File: src/rtl/pc_branch_seq.sv
// Registered program-counter sequencer: one branch op per enabled cycle, with
// PC-relative targets and a return-address stack for CALL/RET.
module pc_branch_seq #(
    parameter int unsigned     PC_W        = 12,
    parameter int unsigned     STACK_DEPTH = 4,
    parameter logic [PC_W-1:0] RESET_PC    = '0
) (
    input  logic                               clk,
    input  logic                               rst_n,
    input  logic                               en,
    input  logic [2:0]                         op,
    input  logic [2:0]                         flags,
    input  logic [PC_W-1:0]                    immd,
    output logic [PC_W-1:0]                    pc,
    output logic                               taken,
    output logic [$clog2(STACK_DEPTH+1)-1:0]   depth,
    output logic                               stack_err
);

    localparam int unsigned DEPTH_W = $clog2(STACK_DEPTH + 1);
    localparam int unsigned PTR_W   = (STACK_DEPTH > 1) ? $clog2(STACK_DEPTH) : 1;

    typedef enum logic [2:0] {
        OpNext = 3'd0,
        OpBr   = 3'd1,
        OpBz   = 3'd2,
        OpBnz  = 3'd3,
        OpBc   = 3'd4,
        OpBn   = 3'd5,
        OpCall = 3'd6,
        OpRet  = 3'd7
    } op_e;

    logic [PC_W-1:0]    pc_q, pc_d;
    logic               taken_q, taken_d;
    logic [DEPTH_W-1:0] depth_q, depth_d;
    logic               err_q, err_d;
    logic [PC_W-1:0]    stack_q [STACK_DEPTH];
    logic [PC_W-1:0]    stack_d [STACK_DEPTH];

    op_e                op_s;
    logic [PC_W-1:0]    pc_inc;
    logic [PC_W-1:0]    tgt;
    logic               full;
    logic               empty;
    logic [PTR_W-1:0]   push_idx;
    logic [PTR_W-1:0]   pop_idx;
    logic               cond;

    assign op_s     = op_e'(op);
    assign pc_inc   = pc_q + PC_W'(1);
    assign tgt      = pc_q + immd + PC_W'(1);
    assign full     = (depth_q == DEPTH_W'(STACK_DEPTH));
    assign empty    = (depth_q == '0);
    assign push_idx = depth_q[PTR_W-1:0];
    assign pop_idx  = PTR_W'(depth_q - DEPTH_W'(1));

    // flags = {neg, carry, zero}
    always_comb begin
        cond = 1'b0;
        unique case (op_s)
            OpBr:    cond = 1'b1;
            OpBz:    cond = flags[0];
            OpBnz:   cond = ~flags[0];
            OpBc:    cond = flags[1];
            OpBn:    cond = flags[2];
            default: cond = 1'b0;
        endcase
    end

    always_comb begin
        pc_d    = pc_q;
        taken_d = taken_q;
        depth_d = depth_q;
        err_d   = err_q;
        stack_d = stack_q;
        if (en) begin
            pc_d    = pc_inc;
            taken_d = 1'b0;
            if (op_s == OpCall) begin
                if (full) begin
                    err_d = 1'b1;
                end else begin
                    stack_d[push_idx] = pc_inc;
                    depth_d           = depth_q + DEPTH_W'(1);
                    pc_d              = tgt;
                    taken_d           = 1'b1;
                end
            end else if (op_s == OpRet) begin
                if (empty) begin
                    err_d = 1'b1;
                end else begin
                    pc_d    = stack_q[pop_idx];
                    depth_d = depth_q - DEPTH_W'(1);
                    taken_d = 1'b1;
                end
            end else if (cond) begin
                pc_d    = tgt;
                taken_d = 1'b1;
            end
        end
    end

    always_ff @(posedge clk) begin
        if (!rst_n) begin
            pc_q    <= RESET_PC;
            taken_q <= 1'b0;
            depth_q <= '0;
            err_q   <= 1'b0;
        end else begin
            pc_q    <= pc_d;
            taken_q <= taken_d;
            depth_q <= depth_d;
            err_q   <= err_d;
        end
    end

    // Stack contents are only meaningful below depth_q, so they need no reset.
    always_ff @(posedge clk) begin
        stack_q <= stack_d;
    end

    assign pc        = pc_q;
    assign taken     = taken_q;
    assign depth     = depth_q;
    assign stack_err = err_q;

endmodule
File: config.mk
export PLATFORM = sky130hd
export DESIGN_NAME = pc_branch_seq
export DESIGN_NICKNAME = d
export VERILOG_FILES = /design/src/rtl/pc_branch_seq.sv
export SDC_FILE = /design/constraint.sdc
export NUM_CORES = 1
export LEC_CHECK = 0
export CORE_MARGIN = 1
export CORE_UTILIZATION = 35
export CTS_BUF_LIST = sky130_fd_sc_hd__clkbuf_4 sky130_fd_sc_hd__clkbuf_8
export CTS_CLUSTER_SIZE = 28
export DETAILED_ROUTE_END_ITERATION = 10
export SLEW_MARGIN = 0
export SYNTH_ARGS = -nofsm -noshare
export SYNTH_HDL_FRONTEND = slang
export SYNTH_SLANG_ARGS = --single-unit
File: constraint.sdc
create_clock -name clk -period 3 [get_ports clk]
set_clock_uncertainty 0.05 [all_clocks]
set_input_delay 0.3 -clock clk [delete_from_list [all_inputs] [get_ports clk]]
set_output_delay 0.3 -clock clk [all_outputs]
set_load 0.01 [all_outputs]
==> results of run 1 <==
[cells in the final DEF, fill, tap and decap left out, types with 2 or more instances in the layout]
master and n:
edfxtp_1 48, o21ai_0 17, dfxtp_1 17, o21ai_1 5
bufinv_16 3, nor3_1 4, inv_6 2, nor2_1 10
or2_2 4, ha_1 18, nand3_1 11, xnor2_1 11
o22ai_1 2, xor2_1 9, buf_4 9, and3b_1 2
nor2b_1 6, clkbuf_8 9, o2111ai_1 2, nand3b_1 4
mux4_2 12, o211ai_1 4, mux2i_1 3, or3_1 2
a21boi_1 2, a221oi_1 2, o21a_1 3, a31oi_1 3
and2_1 6, clkinv_4 2, inv_1 11, clkdlybuf4s50_1 37
nand2_2 2, or2b_1 3, nor3b_1 2, and3_1 2
a21oi_1 14, and4_1 3, nand2_1 23, a21o_1 2
[critical path: stages]
cell             delay, ns
clkdlybuf4s50_1       0.47
inv_1                 0.05
ha_1                  0.24
fa_1                  0.41
nor2b_1               0.17
o2111ai_1             0.19
a311oi_1              0.29
or3_1                 0.14
nand3_1               0.08
a41oi_2               0.20
[area by class of cell]
| cell class | instances | area [µm²] | share of cell area |
|---|---|---|---|
| flip-flops and latches | 65 | 1780 | 0.409 |
| multi-input cells | 212 | 1680 | 0.386 |
| clock inverters | 7 | 125 | 0.0287 |
| inverters | 11 | 41.3 | 0.00947 |
| repair buffers | 46 | 438 | 0.100 |
| clock buffers | 9 | 124 | 0.0284 |
| well taps | 133 | 166 | 0.0382 |
[where the power goes]
group / internal, µW / switching, µW / total, µW
clock network: 561 / 371 / 932
registers: 1000 / 33.9 / 1040
logic: 203 / 226 / 429
total: 1770 / 631 / 2400
[stage by stage]
stage               instance area, µm²  total power (µW)  std cells  hold slack (ns)  utilization
floorplan                         3550              1330        297            0.378            -
global placement                  4110              1480        467            0.398        0.419
detailed placement                4110              1480        467            0.409        0.419
CTS                               4360              2400        483            0.429        0.444
global route                      4360              2500        483            0.458        0.444
finish                            4360              2400        483            0.425        0.444
[worst max path at each step]
stage	from	endpoint	slack, ns	depth (start not counted)
after floorplan	depth[0]	pc[8]	0.43	9
after global placement	immd[0]	pc[10]	0.32	10
after detailed placement	immd[0]	pc[10]	0.32	10
after CTS	immd[0]	pc[10]	0.66	10
after global routing	immd[0]	pc[10]	0.55	10
final	immd[0]	pc[10]	0.66	10
[registers in the layout (all words and copies together) (netlist names)]
name and count:
stack_err 1, stack_q 48, taken 1, depth 3, pc 12
[per-layer routing]
layer | vias to the layer above | track usage | share of wire
met5 | - | 0 | 0
met4 | 0 | 0.0509 | 0.0085
met3 | 6 | 0.0285 | 0.048
met2 | 60 | 0.262 | 0.47
met1 | 1198 | 0.230 | 0.47
li1 | 1225 | - | -
[cell families (layout without fill, tap and decap cells)]
group / count (synthesis) / in the layout
and+or+nand+nor: 90 / 90
AOI/OAI and AO/OA: 68 / 68
DFF: 65 / 65
xor gates and xnor gates: 20 / 20
buffers and inverters: 20 / 73
adders and majority gates: 19 / 19
muxes: 15 / 15
==> flow_metrics.py, run 1 <==
metrics = {
    "grt": {
        "overflow": 0,
        "grt_start_max_net_pins": 27,
        "antenna_found_initial": 0,
        "grt_pass1_vias": 2455,
        "grt_pass1_wl_um": 12800,
        "grtUsageTotal": 0.165,
    },
    "clocking": {
        "cts_setup_buffers": 0,
        "cts_sinks": 65,
        "clk_latency_ns": 0.34,
        "cts.path.max_buffers": 2,
        "cts_hold_buf": 0,
        "cts_tree": "built",
        "numCtsBuffers": 9,
        "cts.reportedPaths.clkPinSlew_ns": 0.09,
        "cts_root_buffer": "clkbuf_8",
        "cts_resized": 0,
        "htree_levels": 3,
    },
    "synth": {
        "synth_compound_area_frac": 0.131,
        "synth.distinct_cells": 58,
        "synth_area_leaders": "edfxtp_1 41%, dfxtp_1 9.6%, mux4_2 7.6%",
        "synth_area_leader_cell": "edfxtp_1",
        "yosys_warnings": 0,
        "synth-adder-area-share": 0.0690,
        "synth_top_area_share": 0.405,
        "synthFlopType": "edfxtp_1",
        "synthXorXnorAreaFrac": 0.0493,
        "synth_top_family_by_area": "simple AND/OR/NAND/NOR gates",
        "synth_commonest_cells": "48 x edfxtp_1, 23 x nand2_1, 18 x ha_1",
        "syn_nets": 337,
        "syn_area_um2": 3550,
        "muxShareOfSynthArea": 0.0845,
        "yosysMostFrequentCell": "edfxtp_1",
        "ys_seq_area_frac": 0.501,
        "synth.avg_cell_area_um2": 12.0,
        "synth_seq_cells": 65,
        "syn_inst": 297,
        "synth-simple-area-share": 0.140,
        "async_flop_share": 0,
        "synth_edf_count": 48,
    },
    "sta": {
        "fmax_mhz": 428,
        "drv_slew": 0,
        "worstMarginPinSlew_ns": 0.618,
        "setup-tns-final_ns": 0,
        "relSlewSlack": 0.586,
        "finalCritPeriodShare": 0.779,
        "setup_viol": 0,
        "final_hold_viol_count": 0,
        "grt_setup_unrepaired": "no",
        "finalCriticalPeriod_ns": 2.34,
        "fin_ws_ns": 0.662,
    },
    "floorplan": {
        "core_um2": 9820,
        "start_util": 0.362,
        "die_w_um": 103,
        "dieArea_um2": 10600,
        "die_h_um": 103,
        "rows": 36,
        "ios": 38,
    },
    "critical_path": {
        "crit_arrival_ns": 2.56,
        "reg2reg_to": "pc[10]",
        "worstRegToRegCells": 9,
        "r2r_setup_slack_ns": 0.72,
        "crit_fanout": 3,
        "cp.required_ns": 3.22,
        "reg2reg_from": "pc[0]",
        "end_kind": "flip-flop",
        "worst-setup-path-type": "in -> reg",
        "crit_path_start_kind": "primary input",
    },
    "final_layout": {
        "diodes": 0,
        "fillCellCount": 963,
        "drive_gt1_frac": 0.143,
        "finalNetCount": 385,
        "areaGrowthSynthToFinish_pct": 22.7,
    },
    "routing": {
        "via_per_inst": 5.15,
        "drc": 0,
        "drtPass1Iterations": 4,
        "dr.first_iter.drc_count": 142,
        "vias": 2489,
        "drt-total-wl_um": 7950,
        "ant_nets": 0,
        "wl_per_cell_um": 16.5,
    },
    "place": {
        "hpwl_um": 5870,
        "pre_cts_slack_ns": 0.317,
        "portBuffers": 37,
        "globalplace.congestion": 0.827,
    },
    "pwr": {
        "cellLeakagePower_uw": 0.00156,
        "p_per_area_nw_per_um2": 550,
        "ir_drop_uv": 218,
    },
    "min_path": {
        "min_to": "stack_err",
        "worstHoldStart": "stack_err",
        "holdPathStages": 1,
        "hold_class": "reg -> reg",
    },
    "flow_run": {
        "maxCapViolCount": 0,
    },
    "run_status": {
        "status": "completed",
    },
}
(Power assumes the default switching activity.)
==> run 2: changes to the inputs <==
clock period = 2.41 ns   (was 3 ns; I/O delays follow)
==> flow_metrics.py, run 2 (synthesis results as in run 1) <==
metrics = {
    "run_status": {
        "status": "completed",
    },
    "final_layout": {
        "final_common_cell": "edfxtp_1",
        "diodes": 0,
        "fin_cells": 497,
        "largest_register": "stack_q",
        "finalNetCount": 399,
        "areaGrowthSynthToFinish_pct": 25.9,
        "drive_gt1_frac": 0.190,
        "largest_register_ffs": 48,
        "final_area_um2": 4470,
        "final_cell_mix": "48 x edfxtp_1, 37 x clkdlybuf4s50_1, 23 x nand2_1",
    },
    "clocking": {
        "numCtsBuffers": 9,
        "cts.reportedPaths.clkPinSlew_ns": 0.08,
        "clk_latency_ns": 0.33,
        "cts.path.max_buffers": 2,
        "cts_hold_buf": 0,
        "cts_root_buffer": "clkbuf_8",
        "cts_tree": "built",
        "cts_sinks": 65,
        "htree_levels": 3,
    },
    "place": {
        "place_inst": 480,
        "placed_cell_area_um2": 4260,
        "globalplace.congestion": 0.815,
        "hpwl_um": 5850,
        "pre_cts_slack_ns": -0.231,
        "portBuffers": 37,
    },
    "pwr": {
        "power.total_uw": 2740,
        "p_per_area_nw_per_um2": 613,
        "ir_drop_uv": 259,
        "cellLeakagePower_uw": 0.00161,
    },
    "routing": {
        "wl_per_cell_um": 16.1,
        "drtPass1Iterations": 4,
        "drc": 0,
        "vias": 2535,
        "ant_nets": 0,
        "drt-total-wl_um": 8000,
        "dr.first_iter.drc_count": 122,
        "via_per_inst": 5.10,
    },
    "sta": {
        "fin_ws_ns": 0.183,
        "fmax_mhz": 449,
        "final_hold_viol_count": 0,
        "finalCriticalPeriod_ns": 2.23,
        "worstMarginPinSlew_ns": 0.498,
        "finalCritPeriodShare": 0.924,
        "setup_viol": 0,
        "drv_slew": 0,
        "relSlewSlack": 0.666,
        "grt_setup_unrepaired": "no",
    },
    "floorplan": {
        "dieArea_um2": 10600,
        "rows": 36,
        "die_h_um": 103,
        "start_util": 0.362,
        "core_um2": 9820,
        "die_w_um": 103,
        "ios": 38,
    },
    "grt": {
        "grt_pass1_wl_um": 12900,
        "grt_pass1_vias": 2508,
        "antenna_found_initial": 0,
        "overflow": 0,
        "grt_start_max_net_pins": 27,
        "grtUsageTotal": 0.166,
    },
    "critical_path": {
        "worst_path_max_delay_cell": "fa_2",
        "crit_path_start_kind": "flip-flop",
        "r2r_setup_slack_ns": 0.18,
        "crit_buf_inv": 1,
        "crit_fanout": 6,
        "path_cells": "inv_1, ha_1, fa_2, nor2b_2, o2111ai_2, a311oi_2, or3_1, nand3_1, a41oi_2",
        "path_delay_family": "compound AO/OA/AOI/OAI gates",
        "worst-setup-path-type": "reg -> reg",
        "end_kind": "flip-flop",
        "crit_arrival_ns": 2.44,
        "cp.required_ns": 2.63,
        "critPathMaxStageDelay_ns": 0.36,
    },
    "flow_run": {
        "maxCapViolCount": 0,
    },
    "min_path": {
        "hold_class": "reg -> reg",
    },
}
run 2: worst paths after layout:
path | from | to | cells past startpoint
max | pc[0] | pc[10] | 9
min | stack_err | stack_err | 1
max reg2reg | pc[0] | pc[10] | 9
min reg2reg | stack_err | stack_err | 1
run 2: routing by layer:
metal,share of wire,vias to the layer above,wire length [µm],GRT usage
met2,0.46,42,3710,0.252
li1,-,1254,-,-
met5,0,-,0,0
met4,0.015,0,116,0.0726
met3,0.028,6,226,0.0237
met1,0.49,1233,3940,0.235
run 2: where the power goes:
| part | internal (µW) | total, µW | switching [µW] |
|---|---|---|---|
| combinational | 280 | 577 | 297 |
| sequential | 1250 | 1280 | 33.2 |
| clock | 465 | 884 | 419 |
run 2: worst reg2reg max path: stages (launching register included):
cell and delay (ns):
dfxtp_1 0.34, inv_1 0.11, ha_1 0.25, fa_2 0.36
nor2b_2 0.16, o2111ai_2 0.16, a311oi_2 0.30, or3_1 0.14
nand3_1 0.09, a41oi_2 0.21
run 2: area by class of cell:
cell class | instances | area, µm²
fill | 961 | 5350
sequential | 65 | 1780
multi-input combinational | 212 | 1710
timing repair buffer | 60 | 593
tap | 133 | 166
clock buffer | 9 | 124
clock inverter | 7 | 61.3
inverter | 11 | 41.3
run 2: through the flow:
| step | setup TNS [ns] | hold slack, ns | util |
|---|---|---|---|
| 4_1_cts | 0 | 0.426 | 0.453 |
| 6_report | 0 | 0.419 | 0.456 |
| 2_1_floorplan | 0 | 0.319 | - |
| 3_5_place_dp | -0.412 | 0.410 | 0.434 |
| 5_1_grt | 0 | 0.443 | 0.456 |
| 3_3_place_gp | -0.351 | 0.397 | 0.434 |
run 2: repair_timing:
action / in CTS / in global routing
setup buffers: 0 / 1
setup endpoints to repair: 0 / 2
resized for setup: 0 / 4
